$ cat config.mk
export PLATFORM = sky130hd
export DESIGN_NAME = hazard_sequencer
export DESIGN_NICKNAME = d
export VERILOG_FILES = /design/src/rtl/hazard_sequencer_pkg.sv /design/src/rtl/hazard_sequencer_forward_unit.sv /design/src/rtl/hazard_sequencer.sv
export SDC_FILE = /design/constraint.sdc
export NUM_CORES = 1
export LEC_CHECK = 0
export ABC_AREA = 1
export ABC_CLOCK_PERIOD_IN_PS = 3500
export CORE_MARGIN = 4
export CORE_UTILIZATION = 40
export CTS_CLUSTER_DIAMETER = 50
export DETAILED_ROUTE_END_ITERATION = 8
export HOLD_SLACK_MARGIN = 0.05
export PLACE_DENSITY = 0.89
export SLEW_MARGIN = 40
export SYNTH_ARGS = -nofsm -noshare
export SYNTH_HDL_FRONTEND = slang
export SYNTH_SLANG_ARGS = --single-unit
$ cat constraint.sdc
create_clock -name clk -period 3.5 [get_ports clk]
set_input_delay 0.35 -clock clk [delete_from_list [all_inputs] [get_ports clk]]
set_output_delay 0.35 -clock clk [all_outputs]
set_load 0.005 [all_outputs]
$ cat src/rtl/hazard_sequencer_pkg.sv
// hazard_sequencer_pkg
//   Shared types for the pipeline sequencer: FSM state encoding, forward
//   select encodings, and a register-match helper used by the hazard logic.
//   Optional feature macro used by the top: HAZARD_PERF_CNT_EN.
package hazard_sequencer_pkg;

  typedef enum logic [1:0] {
    IDLE     = 2'b00,
    MDU_RUN  = 2'b01,
    MEM_WAIT = 2'b10
  } state_e;

  typedef enum logic [1:0] {
    FWD_RF  = 2'b00,
    FWD_WB  = 2'b01,
    FWD_MEM = 2'b10
  } fwd_sel_e;

  // A writer matches a source only if it writes and is not $0.
  function automatic logic reg_hit(input logic we, input logic [4:0] wr,
                                   input logic [4:0] src);
    return we && (wr != '0) && (wr == src);
  endfunction

endpackage

$ cat src/rtl/hazard_sequencer_forward_unit.sv
// forward_unit
//   Pure combinational forwarding selects.
//   Ports:
//     rs_d_i, rt_d_i        Decode source registers
//     rs_e_i, rt_e_i        Execute source registers
//     write_reg_m_i/w_i     destination register in Memory / Writeback
//     reg_write_m_i/w_i     stage writes the register file
//     fwd_a_d_o, fwd_b_d_o  Decode compare operand taken from M stage
//     fwd_a_e_o, fwd_b_e_o  ALU operand select (FWD_RF / FWD_WB / FWD_MEM)
//   M-stage result has priority over W-stage result.
module forward_unit
  import hazard_sequencer_pkg::*;
(
  input  logic [4:0] rs_d_i,
  input  logic [4:0] rt_d_i,
  input  logic [4:0] rs_e_i,
  input  logic [4:0] rt_e_i,
  input  logic [4:0] write_reg_m_i,
  input  logic [4:0] write_reg_w_i,
  input  logic       reg_write_m_i,
  input  logic       reg_write_w_i,
  output logic       fwd_a_d_o,
  output logic       fwd_b_d_o,
  output logic [1:0] fwd_a_e_o,
  output logic [1:0] fwd_b_e_o
);

  fwd_sel_e sel_a, sel_b;

  always_comb begin
    sel_a = FWD_RF;
    if (reg_hit(reg_write_m_i, write_reg_m_i, rs_e_i))      sel_a = FWD_MEM;
    else if (reg_hit(reg_write_w_i, write_reg_w_i, rs_e_i)) sel_a = FWD_WB;

    sel_b = FWD_RF;
    if (reg_hit(reg_write_m_i, write_reg_m_i, rt_e_i))      sel_b = FWD_MEM;
    else if (reg_hit(reg_write_w_i, write_reg_w_i, rt_e_i)) sel_b = FWD_WB;
  end

  assign fwd_a_e_o = sel_a;
  assign fwd_b_e_o = sel_b;
  assign fwd_a_d_o = reg_hit(reg_write_m_i, write_reg_m_i, rs_d_i);
  assign fwd_b_d_o = reg_hit(reg_write_m_i, write_reg_m_i, rt_d_i);

endmodule

$ cat src/rtl/hazard_sequencer.sv
// hazard_sequencer
//   Pipeline sequencer for the 5-stage MIPS core. Resolves RAW hazards
//   (forward selects, load-use / branch-compare / hi-lo stalls), sequences the
//   iterative mult/div unit and holds the pipe while data memory is not ready.
//   Ports:
//     clk, reset                 core clock, synchronous active-high reset
//     RsD/RtD, RsE/RtE           source registers in Decode / Execute
//     WriteRegE/M/W, RegWriteE/M/W  destination register and write enable
//     MemToRegE/M                stage holds a load
//     BranchD, HiLoReadD         branch compare / mfhi-mflo in Decode
//     MduStartE, MduDivE         mult/div issue in Execute, 1 = divide
//     MemReqM, MemReadyM         data-memory access and completion
//     StallF/D/E/M, FlushE/W     pipeline register hold / bubble enables
//     ForwardAD/BD, ForwardAE/BE forward selects
//     MduStep, MduBusy           MDU iteration enable, MDU active
//   Macro HAZARD_PERF_CNT_EN adds StallCycles / MduCycles counters.
module hazard_sequencer
  import hazard_sequencer_pkg::*;
#(
  parameter int unsigned MULT_CYCLES = 32,
  parameter int unsigned DIV_CYCLES  = 33,
  parameter int unsigned CNT_W       = 6
) (
  input  logic       clk,
  input  logic       reset,
  input  logic [4:0] RsD,
  input  logic [4:0] RtD,
  input  logic [4:0] RsE,
  input  logic [4:0] RtE,
  input  logic [4:0] WriteRegE,
  input  logic [4:0] WriteRegM,
  input  logic [4:0] WriteRegW,
  input  logic       RegWriteE,
  input  logic       RegWriteM,
  input  logic       RegWriteW,
  input  logic       MemToRegE,
  input  logic       MemToRegM,
  input  logic       BranchD,
  input  logic       MduStartE,
  input  logic       MduDivE,
  input  logic       HiLoReadD,
  input  logic       MemReqM,
  input  logic       MemReadyM,
  output logic       StallF,
  output logic       StallD,
  output logic       StallE,
  output logic       StallM,
  output logic       FlushE,
  output logic       FlushW,
  output logic       ForwardAD,
  output logic       ForwardBD,
  output logic [1:0] ForwardAE,
  output logic [1:0] ForwardBE,
  output logic       MduStep,
  output logic       MduBusy
`ifdef HAZARD_PERF_CNT_EN
  ,
  output logic [31:0] StallCycles,
  output logic [31:0] MduCycles
`endif
);

  state_e             state_q, state_d;
  logic [CNT_W-1:0]   cnt_q, cnt_d;
  // MDU still iterating; only consulted while in MEM_WAIT, where the FSM
  // state alone cannot tell whether an operation is in flight.
  logic               run_q, run_d;

  logic mem_stall, lw_stall, br_stall, hl_stall, data_stall, mdu_stall;
  logic mdu_running, mdu_accept;

  forward_unit u_forward (
    .rs_d_i        (RsD),
    .rt_d_i        (RtD),
    .rs_e_i        (RsE),
    .rt_e_i        (RtE),
    .write_reg_m_i (WriteRegM),
    .write_reg_w_i (WriteRegW),
    .reg_write_m_i (RegWriteM),
    .reg_write_w_i (RegWriteW),
    .fwd_a_d_o     (ForwardAD),
    .fwd_b_d_o     (ForwardBD),
    .fwd_a_e_o     (ForwardAE),
    .fwd_b_e_o     (ForwardBE)
  );

  always_comb begin
    mdu_running = (state_q == MDU_RUN) || ((state_q == MEM_WAIT) && run_q);
    mem_stall   = MemReqM && !MemReadyM;

    lw_stall = MemToRegE && ((RtE == RsD) || (RtE == RtD));
    br_stall = BranchD &&
               (reg_hit(RegWriteE, WriteRegE, RsD) || reg_hit(RegWriteE, WriteRegE, RtD) ||
                reg_hit(MemToRegM, WriteRegM, RsD) || reg_hit(MemToRegM, WriteRegM, RtD));
    hl_stall = HiLoReadD && (mdu_running || MduStartE);
    data_stall = lw_stall || br_stall || hl_stall;

    // A second mult/div waits in Execute until the unit drains.
    mdu_stall  = MduStartE && mdu_running;
    // While memory stalls Execute the issuing instruction is re-presented
    // later, so a start is only accepted when the pipe is moving.
    mdu_accept = MduStartE && !mdu_running && !mem_stall;
  end

  always_comb begin
    StallE  = mem_stall || mdu_stall;
    StallM  = mem_stall;
    FlushW  = mem_stall;
    StallF  = StallE || data_stall;
    StallD  = StallE || data_stall;
    FlushE  = data_stall && !StallE;
    MduStep = mdu_running || mdu_accept;
    MduBusy = mdu_running;
  end

  always_comb begin
    cnt_d   = cnt_q;
    run_d   = 1'b0;
    state_d = IDLE;

    if (mdu_accept) begin
      cnt_d = MduDivE ? CNT_W'(DIV_CYCLES - 1) : CNT_W'(MULT_CYCLES - 1);
      run_d = 1'b1;
    end else if (mdu_running) begin
      if (cnt_q != '0) begin
        cnt_d = cnt_q - CNT_W'(1);
        run_d = 1'b1;
      end
    end

    if (mem_stall)  state_d = MEM_WAIT;
    else if (run_d) state_d = MDU_RUN;
    else            state_d = IDLE;
  end

  always_ff @(posedge clk) begin
    if (reset) begin
      state_q <= IDLE;
      cnt_q   <= '0;
      run_q   <= 1'b0;
    end else begin
      state_q <= state_d;
      cnt_q   <= cnt_d;
      run_q   <= run_d;
    end
  end

`ifdef HAZARD_PERF_CNT_EN
  logic [31:0] stall_cyc_q, mdu_cyc_q;

  always_ff @(posedge clk) begin
    if (reset) begin
      stall_cyc_q <= '0;
      mdu_cyc_q   <= '0;
    end else begin
      if (StallF)  stall_cyc_q <= stall_cyc_q + 32'd1;
      if (MduBusy) mdu_cyc_q   <= mdu_cyc_q + 32'd1;
    end
  end

  assign StallCycles = stall_cyc_q;
  assign MduCycles   = mdu_cyc_q;
`endif

endmodule

==> metrics.txt <==
P_sw around 0.00018 W; Total GRT Usage approximately a fifth; layout cells sized above 1 approximately 5.1%; wire per inst approximately 11 um; run status finished, final reports clean; Skew-Pair Late Insertion Delay around 0.28 ns; Distinct cells, synth 26; Net Count, Synth around 290; Post-CTS Setup Bufs 0; PortBufs around 60; delay of the slowest cell on the worst path 0.65 ns; Mapped Cells 238; row cnt 20; Placed Cells 336; Seq/Total Area, Yosys 13.3%; synthesized area between 0.001 and 0.0015 sq mm; Warnings, synthesis 0; Max Cap Viol 0; CTS Hold Bufs 0; starting density of the core 42.9%; Worst-Margin Slew roughly 0.4 ns; post-route ant nets 0; met1 GRT Util ~23%; GRT Max-Usage Layer met2; cells along the critical path clkdlybuf4s50_1 -> inv_1 -> nand2_1 -> nand2_1 -> nor2_1 -> nand3_1 -> nand2_1 -> nand2_1 -> nand2_1 -> nand2_1 -> a21oi_1 -> clkdlybuf4s50_1; final setup violation count 0; internal power 0.000296 W; Initial DRT Pass Iterations 4; Fin. Hold Viols 0; H-tree depth 1; most used flip-flop cell after synthesis dfxtp_1; clock buffer count from CTS 3; asr flop ratio synth 0%; Post-Route WL between 3000 and 4000 um; Detailed Place HPWL approximately 3400 um; M3 GR Usage under 10%; CTS root buf clkbuf_4; grt total ovfl 0; average size of a mapped cell 5.68 sq um; largest net degree at the start of global routing 8; min Tclk post-route between 2 and 3 ns; Non-Filler Instances between 300 and 400; EDFF count, synth 0; met2 usage between 30% and 40%; HP Class reg2reg; CP most frequent cell nand2_1; RSZ-0062 raised after global routing no; global-route wire length before repair between 6000 and 7000 um; Die H 66.2 um; Startpoint Class input pin; Critical Path AT between 2 and 2.5 ns; gpl congestion a little over 0.8; FMAX 379 MHz; CP max-delay cell clkdlybuf4s50_1; Setup TNS Final 0 ns; via count 1616; clk sinks 9; Via density ~4.8; initial antenna violation count 0; CTS tree done; vias in the first global route approximately 1500; Die W 66.2 um; CP Max Fanout 7; FF+latch count, synth 9; clk slew on worst S/H paths ~0.07 ns; Layout Nets ~350; area grow syn2layout 47.8%; total die area between 0.004 and 0.005 sq mm; core area ~0.0032 sq mm; Comb power frac between 50% and 60%; Peak VDD IR a little under 0.09 mV; Net Sw Frac between 30% and 40%; sequential power share a little over a quarter; clk_skew 0.00914 ns; Clock Path Buffers 2; worst relative slew slack roughly three quarters; PostCTS Resize Cnt 0; # diodes 0; Period Utilization, post-route between 70% and 80%; fin. max-slew vios 0; PD cells about 240 mW/mm^2; crit path kind in2out; CP required roughly 3.2 ns; leak pwr 0.948 nW; Initial DRC Count ~150; DRC errors left 0; IO Count just over 60; clock group share of total power ~18%; Worst setup EP type output port
synthesized netlist by cell type (all sizes together) (2+ instances only):
| library cell | instances | area share, % |
|---|---|---|
| o21ai | 10 | 4.5 |
| nor3 | 6 | 2.2 |
| nand4 | 2 | 0.92 |
| dfxtp | 9 | 13 |
| nand2 | 77 | 22 |
| xnor2 | 22 | 14 |
| xor2 | 11 | 7.1 |
| nor4 | 2 | 0.92 |
| ha | 2 | 1.8 |
| nand3 | 17 | 7.6 |
| buf | 5 | 2.6 |
| nor2 | 28 | 7.8 |
| a21oi | 8 | 3.2 |
| inv | 35 | 9.9 |
| clkbuf | 2 | 0.74 |
placed cells by master (no fill, tap or decap), drive strengths merged:
| master | n |
|---|---|
| o21ai | 10 |
| xnor2 | 22 |
| nor3 | 6 |
| a21oi | 8 |
| dfxtp | 9 |
| xor2 | 11 |
| nand3b | 1 |
| o21a | 1 |
| nand3 | 17 |
| clkbuf | 4 |
| clkdlybuf4s50 | 61 |
| inv | 35 |
| ha | 2 |
| nor2 | 28 |
| nand4 | 2 |
| nand2 | 77 |
| nor4 | 2 |
final cells by class:
type                            instances  area [sq um]
Tap cell                               44          55.1
Inverter                               35           134
Timing Repair Buffer                   61           611
Clock buffer                            4          26.3
Fill cell                             308          1150
Multi-Input combinational cell        187           993
Sequential cell                         9           180
logic make-up after synthesis:
kind of cell	count (synthesis)	share of synthesized area, %
AO/OA/AOI/OAI	19	8.33
AND/OR/NAND/NOR	133	41.9
buffers and inverters	42	13.2
XOR/XNOR	33	21.4
adder cells (fa/ha/maj)	2	1.85
flip-flops	9	13.3
sequential cells by signal, summed over array words and instances, names as in the netlist:
| name | cells |
|---|---|
| run_q | 1 |
| cnt_q | 6 |
| state_q | 2 |
path summary, 6_finish.rpt:
path | startpoint | endpoint | slack, ns | depth (start not counted)
max | WriteRegM[1] | FlushE | 0.86 | 12
min | cnt_q[1]$_SDFFE_PP0P_ | cnt_q[1]$_SDFFE_PP0P_ | 0.49 | 2
max reg2reg | cnt_q[0]$_SDFFE_PP0P_ | cnt_q[5]$_SDFFE_PP0P_ | 2.21 | 9
min reg2reg | cnt_q[1]$_SDFFE_PP0P_ | cnt_q[1]$_SDFFE_PP0P_ | 0.49 | 2
metrics by stage:
stage          hold slack, ns  setup WS [ns]  total power [W]  util [%]  instance area (sq um)
2_1_floorplan           0.412           1.90         0.000280         -                   1350
3_3_place_gp            0.468          0.884         0.000386      62.6                   1970
3_5_place_dp            0.480          0.851         0.000391      62.6                   1970
4_1_cts                 0.496          0.847         0.000476      63.4                   2000
5_1_grt                 0.545          0.647         0.000516      63.4                   2000
6_report                0.487          0.862         0.000477      63.4                   2000
power by group through the flow:
stage	sequential [W]	clock [W]	combinational [W]
after floorplan	0.000126	0	0.000154
after detailed placement	0.000128	0	0.000263
final	0.000126	0.0000860	0.000264
after global placement	0.000127	0	0.000259
after CTS	0.000126	0.0000853	0.000265
after global routing	0.000127	0.0000908	0.000298
critical path, delay by kind of cell:
family | cells | cell delay, ns
AND/OR/NAND/NOR | 8 | 0.59
buffers and inverters | 3 | 1.23
AO/OA/AOI/OAI | 1 | 0.13
metal layers:
metal	part of all wire, %	routed length (um)
met1	42	1620
met2	52	1990
met3	5.2	202
met4	1.4	53
met5	0	0
(Power assumes the default switching activity.)
